<file path="config.mk">
export PLATFORM = sky130hd
export DESIGN_NAME = bp_be_loop_inference_sched_flat
export DESIGN_NICKNAME = d
export VERILOG_FILES = /design/src/rtl/bp_be_loop_inference_sched_if.sv /design/src/rtl/bp_be_loop_inference_sched.sv /design/src/flat_wrapper.sv
export SDC_FILE = /design/constraint.sdc
export NUM_CORES = 1
export LEC_CHECK = 0
export ABC_AREA = 1
export BUFFER_PORTS_ARGS = -buffer_cell sky130_fd_sc_hd__buf_2
export CAP_MARGIN = 30
export CORE_UTILIZATION = 47
export CTS_CLUSTER_DIAMETER = 120
export CTS_CLUSTER_SIZE = 16
export DETAILED_ROUTE_END_ITERATION = 7
export PLACE_DENSITY = 0.94
export REMOVE_ABC_BUFFERS = 1
export SETUP_SLACK_MARGIN = 0.2
export SLEW_MARGIN = 20
export SYNTH_ARGS = -nofsm -noshare
export SYNTH_HDL_FRONTEND = slang
export SYNTH_SLANG_ARGS = --single-unit
export TNS_END_PERCENT = 20
</file>
<file path="constraint.sdc">
create_clock -name clk_i -period 2.35 [get_ports clk_i]
set_clock_uncertainty 0.05 [all_clocks]
set_input_delay 0.235 -clock clk_i [delete_from_list [all_inputs] [get_ports clk_i]]
set_output_delay 0.235 -clock clk_i [all_outputs]
set_load 0.02 [all_outputs]
</file>
<file path="src/rtl/bp_be_loop_inference_sched_if.sv">
// ----------------------------------------------------------------------------
// bp_be_loop_inference_sched_if
//
// Bundles the signals of the loop-inference scheduler into one interface.
// There are three groups:
//   requester side  : req_v_i, req_pc_i, req_confirm_i -> req_grant_o
//   inference unit  : li_start_o, li_pc_o, li_confirm_o, li_flush_o,
//                     li_yumi_o <-> li_v_i, li_count_i
//   response channel: resp_v_o, resp_id_o, resp_count_o, resp_timeout_o
//                     <- resp_yumi_i
// The _i/_o suffixes are named from the scheduler's point of view.
//
// Modports:
//   slave  - the scheduler itself
//   master - the environment (requesters, inference unit, response sink)
// ----------------------------------------------------------------------------
interface bp_be_loop_inference_sched_if #(
    parameter int num_req_p      = 4,
    parameter int vaddr_width_p  = 39,
    parameter int output_range_p = 8
);
    localparam int id_width_lp = $clog2(num_req_p);

    // Requester side
    logic [num_req_p-1:0]               req_v_i;
    logic [num_req_p*vaddr_width_p-1:0] req_pc_i;
    logic [num_req_p-1:0]               req_confirm_i;
    logic [num_req_p-1:0]               req_grant_o;

    // Inference unit side
    logic                               li_start_o;
    logic [vaddr_width_p-1:0]           li_pc_o;
    logic                               li_confirm_o;
    logic                               li_flush_o;
    logic                               li_v_i;
    logic [output_range_p-1:0]          li_count_i;
    logic                               li_yumi_o;

    // Response channel
    logic                               resp_v_o;
    logic [id_width_lp-1:0]             resp_id_o;
    logic [output_range_p-1:0]          resp_count_o;
    logic                               resp_timeout_o;
    logic                               resp_yumi_i;

    modport slave (
        input  req_v_i, req_pc_i, req_confirm_i,
        input  li_v_i, li_count_i,
        input  resp_yumi_i,
        output req_grant_o,
        output li_start_o, li_pc_o, li_confirm_o, li_flush_o, li_yumi_o,
        output resp_v_o, resp_id_o, resp_count_o, resp_timeout_o
    );

    modport master (
        output req_v_i, req_pc_i, req_confirm_i,
        output li_v_i, li_count_i,
        output resp_yumi_i,
        input  req_grant_o,
        input  li_start_o, li_pc_o, li_confirm_o, li_flush_o, li_yumi_o,
        input  resp_v_o, resp_id_o, resp_count_o, resp_timeout_o
    );
endinterface

</file>
<file path="src/rtl/bp_be_loop_inference_sched.sv">
// ----------------------------------------------------------------------------
// bp_be_loop_inference_sched
//
// This block shares one backend loop-inference unit among num_req_p
// striding-load requesters. It picks one requester at a time with a
// round-robin arbiter. It then drives the unit through start, confirm and
// result collection. Each discovery is limited to timeout_p cycles of waiting.
// When that limit runs out, the unit is flushed. The result goes back to the
// requester that owns it on a valid/yumi channel, tagged with that
// requester's id. Only one discovery is in flight at any time.
//
// Ports:
//   clk_i     - clock; all state changes on the rising edge
//   reset_n_i - asynchronous, active-low reset
//   io        - bp_be_loop_inference_sched_if.slave: requester, inference-unit
//               and response signals
// ----------------------------------------------------------------------------
module bp_be_loop_inference_sched #(
    parameter int vaddr_width_p  = 39,
    parameter int num_req_p      = 4,
    parameter int output_range_p = 8,
    parameter int timeout_p      = 1024
) (
    input  logic                          clk_i,
    input  logic                          reset_n_i,
    bp_be_loop_inference_sched_if.slave   io
);

    localparam int id_width_lp    = $clog2(num_req_p);
    localparam int timer_width_lp = $clog2(timeout_p);

    localparam logic [id_width_lp-1:0]    id_last_lp    = id_width_lp'(num_req_p - 1);
    localparam logic [timer_width_lp-1:0] timer_last_lp = timer_width_lp'(timeout_p - 1);

    localparam logic [2:0] IDLE  = 3'd0;
    localparam logic [2:0] START = 3'd1;
    localparam logic [2:0] WAIT  = 3'd2;
    localparam logic [2:0] FLUSH = 3'd3;
    localparam logic [2:0] RESP  = 3'd4;

    logic [2:0]                state_r;
    logic [id_width_lp-1:0]    ptr_r;
    logic [id_width_lp-1:0]    id_r;
    logic [vaddr_width_p-1:0]  pc_r;
    logic [output_range_p-1:0] count_r;
    logic                      to_r;
    logic [timer_width_lp-1:0] timer_r;

    // Adds an offset to a requester index and wraps the sum at num_req_p.
    // This still works when num_req_p is not a power of two.
    function automatic logic [id_width_lp-1:0] wrap_add(
        input logic [id_width_lp-1:0] base,
        input int                     off
    );
        int sum;
        sum = int'(base) + off;
        if (sum >= num_req_p) sum -= num_req_p;
        return id_width_lp'(sum);
    endfunction

    // Round-robin pick: the first valid requester at or above ptr_r, wrapping.
    logic                   grant_v;
    logic [id_width_lp-1:0] grant_id;

    always_comb begin
        // NOTE: every variable gets a default before the loop, so no path
        // leaves it unassigned and no latch is inferred.
        grant_v  = 1'b0;
        grant_id = '0;
        for (int k = 0; k < num_req_p; k++) begin
            if (!grant_v && io.req_v_i[wrap_add(ptr_r, k)]) begin
                grant_v  = 1'b1;
                grant_id = wrap_add(ptr_r, k);
            end
        end
    end

    logic in_idle, in_start, in_wait, in_flush, in_resp;
    assign in_idle  = (state_r == IDLE);
    assign in_start = (state_r == START);
    assign in_wait  = (state_r == WAIT);
    assign in_flush = (state_r == FLUSH);
    assign in_resp  = (state_r == RESP);

    assign io.req_grant_o = (in_idle && grant_v)
                          ? ({{(num_req_p-1){1'b0}}, 1'b1} << grant_id)
                          : '0;

    assign io.li_start_o   = in_start;
    assign io.li_pc_o      = pc_r;
    // Only the owner's confirm is forwarded. When the owner drops it, the
    // output drops too; the unit keeps any confirm it has already latched.
    assign io.li_confirm_o = in_wait && io.req_confirm_i[id_r];
    assign io.li_flush_o   = in_flush;
    assign io.li_yumi_o    = in_wait && io.li_v_i;

    // The response fields come straight from registers, so they stay stable
    // while the response is waiting for resp_yumi_i.
    assign io.resp_v_o       = in_resp;
    assign io.resp_id_o      = id_r;
    assign io.resp_count_o   = count_r;
    assign io.resp_timeout_o = to_r;

    always_ff @(posedge clk_i or negedge reset_n_i) begin
        if (!reset_n_i) begin
            state_r <= IDLE;
            ptr_r   <= '0;
            id_r    <= '0;
            pc_r    <= '0;
            count_r <= '0;
            to_r    <= 1'b0;
            timer_r <= '0;
        end else begin
            // NOTE: state registers use non-blocking assignment, so every
            // branch below reads the values from before this clock edge.
            case (state_r)
                IDLE: begin
                    if (grant_v) begin
                        id_r    <= grant_id;
                        pc_r    <= io.req_pc_i[int'(grant_id)*vaddr_width_p +: vaddr_width_p];
                        state_r <= START;
                    end
                end
                START: begin
                    timer_r <= '0;
                    state_r <= WAIT;
                end
                WAIT: begin
                    timer_r <= timer_r + 1'b1;
                    // A result that arrives in the last allowed cycle wins
                    // over the timeout.
                    if (io.li_v_i) begin
                        count_r <= io.li_count_i;
                        to_r    <= 1'b0;
                        state_r <= RESP;
                    end else if (timer_r == timer_last_lp) begin
                        count_r <= '0;
                        to_r    <= 1'b1;
                        state_r <= FLUSH;
                    end
                end
                FLUSH: begin
                    state_r <= RESP;
                end
                RESP: begin
                    if (io.resp_yumi_i) begin
                        ptr_r   <= (id_r == id_last_lp) ? '0 : id_r + 1'b1;
                        state_r <= IDLE;
                    end
                end
                default: begin
                    state_r <= IDLE;
                end
            endcase
        end
    end

endmodule
</file>
<file path="src/flat_wrapper.sv">
// flat-port wrapper written by rule: the top's interface ports become plain ports
module bp_be_loop_inference_sched_flat 
#(
    parameter int vaddr_width_p  = 39,
    parameter int num_req_p      = 4,
    parameter int output_range_p = 8,
    parameter int timeout_p      = 1024
)
  (clk_i, reset_n_i, io_req_v_i, io_req_pc_i, io_req_confirm_i, io_li_v_i, io_li_count_i, io_resp_yumi_i, io_req_grant_o, io_li_start_o, io_li_pc_o, io_li_confirm_o, io_li_flush_o, io_li_yumi_o, io_resp_v_o, io_resp_id_o, io_resp_count_o, io_resp_timeout_o);
  bp_be_loop_inference_sched_if #(.num_req_p(num_req_p), .vaddr_width_p(vaddr_width_p), .output_range_p(output_range_p)) io_i ();
  input  logic clk_i;
  input  logic reset_n_i;
  input wire logic [$bits(io_i.req_v_i)-1:0] io_req_v_i;
  input wire logic [$bits(io_i.req_pc_i)-1:0] io_req_pc_i;
  input wire logic [$bits(io_i.req_confirm_i)-1:0] io_req_confirm_i;
  input wire logic [$bits(io_i.li_v_i)-1:0] io_li_v_i;
  input wire logic [$bits(io_i.li_count_i)-1:0] io_li_count_i;
  input wire logic [$bits(io_i.resp_yumi_i)-1:0] io_resp_yumi_i;
  output wire logic [$bits(io_i.req_grant_o)-1:0] io_req_grant_o;
  output wire logic [$bits(io_i.li_start_o)-1:0] io_li_start_o;
  output wire logic [$bits(io_i.li_pc_o)-1:0] io_li_pc_o;
  output wire logic [$bits(io_i.li_confirm_o)-1:0] io_li_confirm_o;
  output wire logic [$bits(io_i.li_flush_o)-1:0] io_li_flush_o;
  output wire logic [$bits(io_i.li_yumi_o)-1:0] io_li_yumi_o;
  output wire logic [$bits(io_i.resp_v_o)-1:0] io_resp_v_o;
  output wire logic [$bits(io_i.resp_id_o)-1:0] io_resp_id_o;
  output wire logic [$bits(io_i.resp_count_o)-1:0] io_resp_count_o;
  output wire logic [$bits(io_i.resp_timeout_o)-1:0] io_resp_timeout_o;
  assign io_i.req_v_i = io_req_v_i;
  assign io_i.req_pc_i = io_req_pc_i;
  assign io_i.req_confirm_i = io_req_confirm_i;
  assign io_i.li_v_i = io_li_v_i;
  assign io_i.li_count_i = io_li_count_i;
  assign io_i.resp_yumi_i = io_resp_yumi_i;
  assign io_req_grant_o = io_i.req_grant_o;
  assign io_li_start_o = io_i.li_start_o;
  assign io_li_pc_o = io_i.li_pc_o;
  assign io_li_confirm_o = io_i.li_confirm_o;
  assign io_li_flush_o = io_i.li_flush_o;
  assign io_li_yumi_o = io_i.li_yumi_o;
  assign io_resp_v_o = io_i.resp_v_o;
  assign io_resp_id_o = io_i.resp_id_o;
  assign io_resp_count_o = io_i.resp_count_o;
  assign io_resp_timeout_o = io_i.resp_timeout_o;
  bp_be_loop_inference_sched #(.vaddr_width_p(vaddr_width_p), .num_req_p(num_req_p), .output_range_p(output_range_p), .timeout_p(timeout_p)) u_core (.clk_i(clk_i), .reset_n_i(reset_n_i), .io(io_i));
endmodule
</file>
* Yosys cells after proc, flatten, opt, wreduce, memory -nomap -nowiden
Index checks and enable logic that the tools add are counted. Widths: inputs -> output; s select.
Storage, ports and cells: flip-flop bits (word level) 65, latch bits 0, memory bits (writable) 0, bits in read-only memories 0, input bits 176, output and inout bits 59, word-level logic and storage cells 87, memories 0
Operators by class: add/sub/neg operators 9, $mul 1, div/mod/pow operators 0, order comparisons 9, equality and inequality tests 9, shift operators 2, muxes and demuxes 34, bitwise logic cells 0, reduce and logical (&&, ||, !) cells 16
Operators with widths (number):
- $shiftx 156x32->39 | 1
- $pmux 10 s2 | 1
- $mux 2 | 9
- $mux 8 | 2
- $lt 2x3->1 const B | 5
- $pmux 3 s5 | 1
- $mux 3 | 4
- $mux 1 | 11
- $add 10x1->10 const B | 1
- $bmux 1 s2 | 5
- $eq 10x10->1 const B | 1
- $ge 3x3->1 const B | 3
- $mul 2x6->8 const B | 1
- $sub 2x1->2 const B | 4
- $add 2x2->3 const B | 2
- $eq 3x2->1 const B | 2
- $logic_and 1x1->1 | 6
- $reduce_and 2->1 | 3
- $mux 4 | 1
- $reduce_bool 2->1 | 2
- $shl 1x2->4 const A | 1
- $add 2x1->3 const B | 1
- $eq 3x1->1 const B | 1
- $eq 3x3->1 const B | 1
- 9 further kinds | 11

* Depth between registers and ports, before layout
word-level depth 16, depth in mapped cells 16, mapped depth without buffers 14

* Worst setup path before layout
Ideal clock, no wire load.
path type reg-to-output, start point register u_core.ptr_r[0], end point output io_req_grant_o[0], arrival 1.826 ns, data required time 2.065 ns, path slack 0.239 ns, cell stages (with the launch flop) 13, buffers on the path 3, cells stage by stage dfrtp_1 buf_4 nand2_1 nand3_2 nand2_2 nor2_1 nor2_1 nand2_2 nand2_4 buf_6 buf_2 nand2_1 nor2_1
On the way: longest elaborated chain between the ends 16, elaborated cells on any way between the ends 40, those cells by class 7 x add/sub; 4 x order compare; 1 x shift; 21 x mux; 7 x reduce/logical
RTL lines:
- from (decl) | line bp_be_loop_inference_sched.sv:42 | logic [id_width_lp-1:0] ptr_r;
- from (signal assigned) | line bp_be_loop_inference_sched.sv:147 | ptr_r <= (id_r == id_last_lp) ? '0 : id_r + 1'b1;
- branches (longest 15 deep; another with $add 2x1->3)
- $mux 4 (*) | line bp_be_loop_inference_sched.sv:86 | ? ({{(num_req_p-1){1'b0}}, 1'b1} << grant_id)
- to (decl) | line flat_wrapper.sv:19 | output wire logic [$bits(io_i.req_grant_o)-1:0] io_req_grant_o;
Mark *: on every way between the ends. The select of a mux whose other input is x is not followed.

* Final worst setup path
Same ends and word-level chain as after synthesis.

==> impl_metrics.toml <==
[grt]
grt_first_pass_wirelength_mm = 23.8
use_met1_pct = 34.8
met2_usage_pct = 50.9
grt_overflow = 0
grt_max_degree = 39
antenna_found_initial = 0
busiest_layer = "met2"
grt_pass1_vias = 5273
met3_usage_pct = 5.80
grt_use_total_pct = 29.3

[worst_setup_path]
worstPathArrival_ps = 2190
crit_fanout = 20
crit_end = "io_req_grant_o[0]"
cpMaxStageDelayCell = "dfrtp_2"
r2r-start = "u_core.ptr_r[0]"
startpoint_type = "register"
slowest_delay_ps = 480
path_cells = "clkinv_4 -> nand2_2 -> nand2_2 -> nand2_2 -> nand2_2 -> nor2_4 -> nand3b_1 -> nand3_2 -> buf_6 -> nor2_2 -> buf_6"
reg2reg_slack_ps = -100
reg2regPathDepth = 16
reg2reg_to = "u_core.io.li_pc_o[23]"
worst-setup-path-type = "reg2out"
crit_top_cell = "nand2_2"
worstPathRequired_ps = 2070
crit_path_start = "u_core.ptr_r[0]"
endpoint_kind = "output port"

[route]
dr.first_iter.drc_count = 229
post_drt_wl_per_cell_um = 13.7
totalWireLength_mm = 15.6
ant_nets = 0
first_pass_iters = 5
viasPerCell = 5.08
num_vias = 5754
drc = 0

[cells_and_area]
drive_above_1_share_pct = 34.9
final_common_cell = "buf_2"
fillers = 764
syn2layout_area_growth_pct = 47.0
diodes = 0
fin_area_um2 = 6840
nets = 1177
layout_common_cells = "buf_2 (230), nand2_1 (213), nand3_1 (144), inv_1 (133), dfrtp_1 (63)"

[synthesis]
netlist_area_um2 = 4660
ys_seq_elements = 65
synth_cells = 740
synth_xor_area_share_pct = 0.188
synthMuxAreaShare_pct = 0
synth_top_family_by_area = "simple AND/OR/NAND/NOR gates"
synth-compound-area-share_pct = 3.06
synth_warnings = 0
syn-mean-instance-area_um2 = 6.29
ys_types = 31
synth_fa_ha_area_share_pct = 0.537
synthSimpleGateAreaFrac_pct = 46.2
ys_seq_area_share_pct = 34.9

[placed_design]
placed_area_um2 = 5960
dp_hpwl_mm = 10.0
port_buffers = 234
place_congestion = 0.866
place_ws_ps = -95.7

[floorplan]
start_util_pct = 49.5
die_w_um = 102
num_rows = 35
die_h_um = 102
die_area_um2 = 10300
core-area_um2 = 9420
ioPinCount = 235

[power]
p_per_area_nw_per_um2 = 1640
vdd_ir_drop_max_mv = 0.851
leakagePower_nw = 4.07

[clock_tree]
clock_latency_ps = 350
clk_pin_slew_ps = 80
cts.sinks = 65
cts-root-buf = "clkbuf_8"
cts.htree.levels = 3
cts_buffers = 9
cts_tree = "yes"
clk_path_buf_depth = 2

[run_status]
failed_checks = "setup timing"
outcome = "finished with violations"

[sta]
fmax_mhz = 404
maxSlewViolCount = 0
finalHoldViolCount = 0
setup_violations = 24
grt_setup_unrepaired = "yes"
relSlewSlack_pct = 55.9
final.min_clock_period_ps = 2470
worst_slew_pin_slew_ps = 661
setup_ws_ps = -123
period_share_pct = 105

[min_path]
hold_path_class = "in2reg"

[run]
max-cap-violations = 0
-- cells by family after synthesis --
logic type | after synthesis
adders and majority gates | 2
xor gates and xnor gates | 1
buffers and inverters | 172
AOI/OAI and AO/OA | 26
and+or+nand+nor | 474
DFF | 65
-- cells in the mapped netlist --
| master | n | share of area, % |
|---|---|---|
| clkbuf_1 | 5 | 0.40 |
| nand3_1 | 152 | 16 |
| nor2_1 | 23 | 1.9 |
| nand2_1 | 233 | 19 |
| buf_4 | 6 | 0.97 |
| and3_1 | 1 | 0.13 |
| nand4_1 | 2 | 0.27 |
| nor3b_1 | 1 | 0.16 |
| xnor2_1 | 1 | 0.19 |
| o31ai_1 | 2 | 0.32 |
| buf_1 | 3 | 0.24 |
| inv_2 | 4 | 0.32 |
| buf_6 | 2 | 0.48 |
| nand2_4 | 1 | 0.24 |
| inv_1 | 135 | 11 |
| or2_1 | 46 | 6.2 |
| o21ai_0 | 10 | 1.1 |
| dfrtp_1 | 65 | 35 |
| nand2_2 | 5 | 0.67 |
| a31oi_1 | 1 | 0.13 |
| o211ai_1 | 1 | 0.16 |
| nor2_2 | 1 | 0.13 |
| nor2_4 | 2 | 0.48 |
| nand3_2 | 1 | 0.21 |
| o21ai_1 | 1 | 0.11 |
| ha_1 | 2 | 0.54 |
| nand3b_1 | 1 | 0.16 |
| nor3_1 | 5 | 0.54 |
| o32ai_1 | 1 | 0.19 |
| a21oi_1 | 10 | 1.1 |
| buf_2 | 17 | 1.8 |
-- power breakdown --
group	total [W]	leakage, nW	internal (W)	switching, W
clock network	0.000990	0.101	0.000501	0.000489
logic	0.00824	3.16	0.00350	0.00474
registers	0.00198	0.812	0.00164	0.000343
total	0.0112	4.07	0.00564	0.00558
-- layout make-up --
type,instances,area [um^2],share of cell area (%)
sequential,65,1630,23.8
timing repair buffer,280,1790,26.1
multi-input combinational,504,2530,36.9
clock inverter,7,77.6,1.13
clock buffer,9,124,1.81
tap,129,161,2.36
inverter,139,537,7.84
-- stage by stage --
stage	hold slack (ps)	instances	utilization [%]	TNS, ps	power (W)
after floorplan	-111	707	-	-10420	0.00596
after global placement	250	1084	63.2	-2110	0.00780
after detailed placement	253	1085	63.3	-1520	0.00800
after CTS	33.6	1122	70.0	-11.0	0.0104
after global routing	31.3	1133	72.7	-5520	0.0121
final	37.0	1133	72.7	-1350	0.0112
-- what timing repair did --
| action | 4_1_cts | 5_1_grt |
|---|---|---|
| hold endpoints to repair | 27 | 0 |
| setup buffers | 15 | 11 |
| hold buffers | 1 | 0 |
| endpoints found under the setup margin | 41 | 55 |
| cloned | 5 | 0 |
| pin swaps | 25 | 33 |
| gates resized for setup | 52 | 41 |
-- worst min-delay path by stage --
| stage | cells after the start | to | from |
|---|---|---|---|
| 6_report | 3 | u_core.io.resp_count_o[4] | io_li_count_i[4] |
| 5_1_grt | 3 | u_core.io.resp_count_o[3] | io_li_count_i[3] |
| 4_1_cts | 3 | u_core.io.resp_count_o[4] | io_li_count_i[4] |
| 3_5_place_dp | 1 | u_core.io.li_pc_o[26] | reset_n_i |
| 3_3_place_gp | 1 | u_core.io.li_pc_o[31] | reset_n_i |
| 2_1_floorplan | 0 | u_core.io.li_pc_o[0] | reset_n_i |
-- critical path, delay by kind of cell, from the launching register on --
| kind | cells | cell delay, ps |
|---|---|---|
| buffers and inverters | 3 | 530 |
| flip-flops | 1 | 480 |
| AND/OR/NAND/NOR | 8 | 830 |
-- routing by layer --
layer	part of all wire (%)	vias to the layer above
met1	38	2620
met4	3.7	0
li1	-	2781
met5	0	-
met3	6.8	64
met2	51	289
-- state kept, by name, summed over array words and instances (netlist names) --
name	cells
u_core.io.resp_count_o	8
u_core.timer_r	10
u_core.io.resp_id_o	2
u_core.state_r	3
u_core.ptr_r	2
u_core.io.li_pc_o	39
u_core.io.resp_timeout_o	1
(Power assumes the default switching activity.)
